### src/rtl/sram_arb_pkg.sv
// rtl/sram_arb_pkg.sv - shared state/owner encodings and counter sizing for sram_arbiter
package sram_arb_pkg;

    typedef enum logic [1:0] {
        ST_IDLE   = 2'd0,
        ST_ACCESS = 2'd1,
        ST_RESP   = 2'd2
    } state_t;

    typedef enum logic {
        OWN_I = 1'b0,
        OWN_D = 1'b1
    } owner_t;

    // Bits needed to hold WAIT_CYCLES-1 (at least one bit so the counter always exists).
    function automatic int cnt_width(input int wait_cycles);
        if (wait_cycles <= 2) begin
            return 1;
        end
        return $clog2(wait_cycles);
    endfunction

endpackage

### src/rtl/sram_arb_pick.sv
// rtl/sram_arb_pick.sv - grant selection; SRAM_ARB_RR_EN selects round-robin, else data-first
module sram_arb_pick
    import sram_arb_pkg::*;
(
    input  logic   i_req,
    input  logic   d_req,
    input  owner_t last_owner,
    output logic   grant_i,
    output logic   grant_d
);

`ifdef SRAM_ARB_RR_EN
    // On a tie the port that did not win last time goes first; a lone request always wins.
    always_comb begin
        grant_i = 1'b0;
        grant_d = 1'b0;
        if (i_req && d_req) begin
            if (last_owner == OWN_I) begin
                grant_d = 1'b1;
            end else begin
                grant_i = 1'b1;
            end
        end else begin
            grant_i = i_req;
            grant_d = d_req;
        end
    end
`else
    // History is irrelevant for fixed priority.
    logic w_unused_last_owner;
    assign w_unused_last_owner = (last_owner == OWN_D);

    // Data port always beats instruction fetch.
    always_comb begin
        grant_d = d_req;
        grant_i = i_req && !d_req;
    end
`endif

endmodule

### src/rtl/sram_arbiter.sv
// rtl/sram_arbiter.sv - two-port (fetch/data) serialising arbiter for one SRAM wrapper; SRAM_ARB_RR_EN enables round-robin
module sram_arbiter
    import sram_arb_pkg::*;
#(
    parameter int WAIT_CYCLES = 2
)
(
    input  logic        clk,
    input  logic        reset,

    input  logic        i_req,
    input  logic [19:0] i_addr,
    output logic        i_gnt,
    output logic        i_rvalid,
    output logic [31:0] i_rdata,

    input  logic        d_req,
    input  logic        d_we,
    input  logic [19:0] d_addr,
    input  logic [31:0] d_wdata,
    input  logic [3:0]  d_wmask,
    output logic        d_gnt,
    output logic        d_done,
    output logic [31:0] d_rdata,

    output logic [19:0] io_sram_addr,
    output logic [31:0] io_sram_din,
    output logic        io_sram_en,
    output logic        io_sram_re,
    output logic        io_sram_we,
    output logic [3:0]  io_sram_wmask,
    input  logic [31:0] io_sram_dout
);

    localparam int            CW       = cnt_width(WAIT_CYCLES);
    localparam logic [CW-1:0] CNT_LOAD = CW'(WAIT_CYCLES - 1);

    state_t        r_state;
    state_t        w_state_next;
    owner_t        r_owner;
    owner_t        w_last_owner;
    logic          r_we;
    logic [CW-1:0] r_cnt;

    logic [19:0]   r_sram_addr;
    logic [31:0]   r_sram_din;
    logic          r_sram_en;
    logic          r_sram_re;
    logic          r_sram_we;
    logic [3:0]    r_sram_wmask;
    logic [31:0]   r_i_rdata;
    logic [31:0]   r_d_rdata;

    logic          w_grant_i;
    logic          w_grant_d;
    logic          w_last_beat;

`ifdef SRAM_ARB_RR_EN
    // The latched owner doubles as the round-robin pointer: it resets to I and
    // is rewritten on every grant, which is exactly "last port granted".
    assign w_last_owner = r_owner;
`else
    assign w_last_owner = OWN_I;
`endif

    sram_arb_pick u_pick (
        .i_req      (i_req),
        .d_req      (d_req),
        .last_owner (w_last_owner),
        .grant_i    (w_grant_i),
        .grant_d    (w_grant_d)
    );

    assign w_last_beat = (r_cnt == '0);

    // Next state plus the combinational grant and response pulses.
    always_comb begin
        w_state_next = r_state;
        i_gnt        = 1'b0;
        d_gnt        = 1'b0;
        i_rvalid     = 1'b0;
        d_done       = 1'b0;
        case (r_state)
            ST_IDLE: begin
                i_gnt = w_grant_i;
                d_gnt = w_grant_d;
                if (w_grant_i || w_grant_d) begin
                    w_state_next = ST_ACCESS;
                end
            end
            ST_ACCESS: begin
                if (w_last_beat) begin
                    w_state_next = ST_RESP;
                end
            end
            ST_RESP: begin
                i_rvalid     = (r_owner == OWN_I);
                d_done       = (r_owner == OWN_D);
                w_state_next = ST_IDLE;
            end
            default: begin
                w_state_next = ST_IDLE;
            end
        endcase
    end

    // State register, latched command, registered SRAM controls and read-data capture.
    always_ff @(posedge clk) begin
        if (reset) begin
            r_state      <= ST_IDLE;
            r_owner      <= OWN_I;
            r_we         <= 1'b0;
            r_cnt        <= '0;
            r_sram_addr  <= '0;
            r_sram_din   <= '0;
            r_sram_en    <= 1'b0;
            r_sram_re    <= 1'b0;
            r_sram_we    <= 1'b0;
            r_sram_wmask <= '0;
            r_i_rdata    <= '0;
            r_d_rdata    <= '0;
        end else begin
            r_state <= w_state_next;
            case (r_state)
                ST_IDLE: begin
                    if (w_grant_d) begin
                        r_owner      <= OWN_D;
                        r_we         <= d_we;
                        r_cnt        <= CNT_LOAD;
                        r_sram_addr  <= d_addr;
                        r_sram_din   <= d_wdata;
                        r_sram_en    <= 1'b1;
                        r_sram_re    <= ~d_we;
                        r_sram_we    <= d_we;
                        r_sram_wmask <= d_we ? d_wmask : 4'hF;
                    end else if (w_grant_i) begin
                        // Fetch is read-only: write enable forced low, full-word mask.
                        r_owner      <= OWN_I;
                        r_we         <= 1'b0;
                        r_cnt        <= CNT_LOAD;
                        r_sram_addr  <= i_addr;
                        r_sram_din   <= '0;
                        r_sram_en    <= 1'b1;
                        r_sram_re    <= 1'b1;
                        r_sram_we    <= 1'b0;
                        r_sram_wmask <= 4'hF;
                    end
                end
                ST_ACCESS: begin
                    if (w_last_beat) begin
                        // Drop strobes for RESP but keep addr/din/wmask for turnaround.
                        r_sram_en <= 1'b0;
                        r_sram_re <= 1'b0;
                        r_sram_we <= 1'b0;
                        if (!r_we) begin
                            if (r_owner == OWN_I) begin
                                r_i_rdata <= io_sram_dout;
                            end else begin
                                r_d_rdata <= io_sram_dout;
                            end
                        end
                    end else begin
                        r_cnt <= r_cnt - 1'b1;
                    end
                end
                default: begin
                end
            endcase
        end
    end

    assign io_sram_addr  = r_sram_addr;
    assign io_sram_din   = r_sram_din;
    assign io_sram_en    = r_sram_en;
    assign io_sram_re    = r_sram_re;
    assign io_sram_we    = r_sram_we;
    assign io_sram_wmask = r_sram_wmask;
    assign i_rdata       = r_i_rdata;
    assign d_rdata       = r_d_rdata;

endmodule

### config.mk
export PLATFORM = sky130hd
export DESIGN_NAME = sram_arbiter
export DESIGN_NICKNAME = d
export VERILOG_FILES = /design/src/rtl/sram_arb_pkg.sv /design/src/rtl/sram_arb_pick.sv /design/src/rtl/sram_arbiter.sv
export SDC_FILE = /design/constraint.sdc
export NUM_CORES = 1
export LEC_CHECK = 0
export CAP_MARGIN = 10
export CORE_ASPECT_RATIO = 1.1
export CORE_UTILIZATION = 44
export DETAILED_ROUTE_END_ITERATION = 6
export GPL_ROUTABILITY_DRIVEN = 1
export PLACE_DENSITY_LB_ADDON = 0.08
export SYNTH_ARGS = -nofsm -noshare
export SYNTH_HDL_FRONTEND = slang
export SYNTH_SLANG_ARGS = --single-unit
### constraint.sdc
create_clock -name clk -period 2.4 [get_ports clk]
set_input_delay 0.36 -clock clk [delete_from_list [all_inputs] [get_ports clk]]
set_output_delay 0.36 -clock clk [all_outputs]
set_load 0.05 [all_outputs]
==> results.md <==
- Root buf cell: clkbuf_16
- Slew Limit Fails: 0
- Layout Utilization: between 70% and 80%
- Critical path type: flop to output port
- Max IR drop VDD: ~0.52 mV
- Fin worst setup slack: between 0.4 and 0.5 ns
- HPWL Detailed: approximately 10 mm
- Pre-CTS setup slack: roughly 0.44 ns
- Reg-to-Reg End: i_rdata[22]
- M1 WL: 5.306 mm
- Area of the multi-input gates: between 2000 and 2500 sq um
- Drt total wl: approximately 14 mm
- DRT Pass-1 Iters: 6
- Post-Syn Nets: 643
- Max layer used: met4
- # fillers: 825
- Largest net degree at the start of global routing: 76
- Async SR Flop Fraction: 0%
- Initial Util: a little under half
- Post-synth EDFFs: 0
- Combinational power share: a little under a quarter
- Leakage power figure: approximately 0.0032 uW
- Initial antenna violation count: 1
- CTS tree: done
- RSZ-0062 raised after global routing: no
- Total grt overflow: 0
- Max-cap violation count: 0
- Chip Height: 113.3 um
- Slew at the pin closest to its max-slew limit: about 0.63 ns
- First-pass GRT wire length: approximately 22 mm
- Worst EP required: between 2 and 2.5 ns
- DR iter-0 viols: 121
- Int Power: ~4500 uW
- Hold Startpoint: reset
- Core Area: 10,960 sq um
- Top cell type's share of synthesized area: about half
- Routability cong.: 0.7783
- Setup_tns: 0 ns
- Clk sinks: 128
- Cells after Synth: 530
- Met2 routed wirelength: between 7 and 8 mm
- WL per Instance: between 15 and 20 um
- Most common flop cell mapped by yosys: dfxtp_1
- Cell taking the most area after synthesis: dfxtp_1
- Clock Path Buffers: 2
- Vias per cell: roughly 5.1
- Filler-free cell count of the finished design: ~920
- Register Area: between 2000 and 3000 sq um
- Setup bufs post-CTS: 0
- Critical path launch point type: flop
- Switching power: approximately 1800 uW
- Hold Path Class: primary input to flop
- Reg2reg setup slack: ~0.77 ns
- Share of power burned in registers: approximately 37%
- R2r startpoint: r_state[0]
- Via count: between 4,000 and 5,000
- Arrival time worst endpoint: about 1.6 ns
- GRT Total Usage: between 20% and 30%
- Hold Path End: i_rdata[26]
- Io pins: 240
- Register area share after synthesis: about half
- Synth area leaders: dfxtp_1 52%, mux2i_1 17%, nand2_1 9.9%
- Syn Std Cell Area: 4952 sq um
- Num CTS Buffers: 17
- Inst Count DP: just under 900
- Reg clk slew, reported paths: ~0.050 ns
- Clock share of power: between 30% and 40%
- Depth of the CTS H-tree: 4
- Worst slew margin: 57.99%
- Final hold vios: 0
- Hold_buf cts: 0
- Sw frac: 28.90%
- Final Net Count: slightly below 900
- P per Cell Area: about 800 nW/um^2
- Number of global-route vias before repair: about 4,700
- #FFs+latches synth: between 100 and 150
- Worst hold stages: 4
- Num rows: 40
- Layout Skew: roughly 0.0077 ns
- Share of layout cells above drive strength 1: about 6.9%
- Max Clk Rate: about 0.51 GHz
- Buffers on Ports: roughly 240
- Worst Setup End Kind: output port
- Depth of the worst register-to-register path: 4
- DRC viols: 0
- Setup violators final: 0
- Synth cell types: 27
- Clk_lat worst skew: about 0.41 ns
- Status: complete, no violations
- Area Growth Syn to Fin: 61.75%
- Die W: 103.2 um
- Tmin final: roughly 2.0 ns
- # diodes: 0
- Metal3 WL: approximately 1.1 mm
- Syn. warnings: 0
- Post-DRT Antenna Nets: 0
- Mapped Avg Cell Area: 9.344 sq um
- Crit-path max FO: 9
- Die area: about 12,000 sq um
- Period utilization: 82.33%
==> through the flow <==
step | hold WS (ns) | power (uW) | instance area (sq um)
after floorplan | 0.4960 | 3288 | 4952
after detailed placement | 0.4486 | 3862 | 7433
after global placement | 0.4409 | 3832 | 7433
final | 0.4501 | 6317 | 8010
after CTS | 0.4372 | 6373 | 8005
after global routing | 0.4643 | 6562 | 8010
==> cell families after synthesis <==
logic type	after synthesis	synth area share, %
muxes	84	16.98
buffers and inverters	49	4.750
DFF	128	51.74
AOI/OAI and AO/OA	121	13.92
and+or+nand+nor	148	12.61
==> state kept, by name, summed over array words and instances (netlist names), 2 cells and up <==
| register | cells |
|---|---|
| io_sram_addr | 20 |
| r_state | 2 |
| io_sram_wmask | 4 |
| io_sram_din | 32 |
| i_rdata | 32 |
| d_rdata | 32 |
==> how the worst max path moves through the flow <==
stage                           from               to  slack [ns]  cells after the start
after floorplan           r_state[0]            i_gnt        0.10                      4
after global placement         d_req  io_sram_addr[7]        0.54                      4
after detailed placement       d_req  io_sram_addr[5]        0.44                      5
after CTS                 r_state[1]           d_done        0.02                      3
after global routing      r_state[1]           d_done        0.31                      3
final                     r_state[0]            i_gnt        0.42                      3
==> power by group through the flow <==
stage / logic [uW] / registers, uW / clock network (uW)
floorplan: 419 / 2870 / 0
global placement: 1440 / 2400 / 0
detailed placement: 1460 / 2400 / 0
CTS: 1470 / 2360 / 2540
global route: 1540 / 2380 / 2650
finish: 1460 / 2360 / 2500
==> synth_stat cells, drive strengths merged (2+ instances only) <==
cell type / number
a211oi: 20
o221a: 4
or2: 2
o21ai: 36
nor2: 5
nand2: 131
clkbuf: 20
mux2i: 84
inv: 4
a21oi: 59
nor3: 4
dfxtp: 128
buf: 25
==> cell type report <==
| type | count | share of cell area, % |
|---|---|---|
| clock buffers | 24 | 5.764 |
| clock inverters | 7 | 1.375 |
| inverters | 4 | 0.1874 |
| multi-input cells | 353 | 26.90 |
| flip-flops and latches | 128 | 31.99 |
| well taps | 147 | 2.296 |
| repair buffers | 252 | 31.49 |
==> critical path, stage by stage, from the launching register on <==
cell and delay [ns]:
dfxtp_1 0.38, or2_1 0.32, nor3_1 0.32, buf_12 0.19
==> placed cells by master (no fill, tap or decap), types with 11 or more instances in the layout <==
cell type        instances
a211oi_1                20
clkbuf_16               17
buf_4                   12
dfxtp_1                128
nand2_1                131
o21ai_0                 25
o21ai_1                 11
a21oi_1                 59
clkdlybuf4s50_1        234
mux2i_1                 84
==> repair_timing <==
action / CTS / global route
setup endpoints to repair: 0 / 2
gates resized for setup: 0 / 2
endpoints found under the hold margin: 0 / 0
==> routing by layer <==
layer | global-route usage [%] | up-vias
li1 | - | 2271
met1 | 24.71 | 2154
met2 | 43.24 | 188
met3 | 8.338 | 37
met4 | 11.74 | 0
met5 | 0 | -
(Power assumes the default switching activity.)
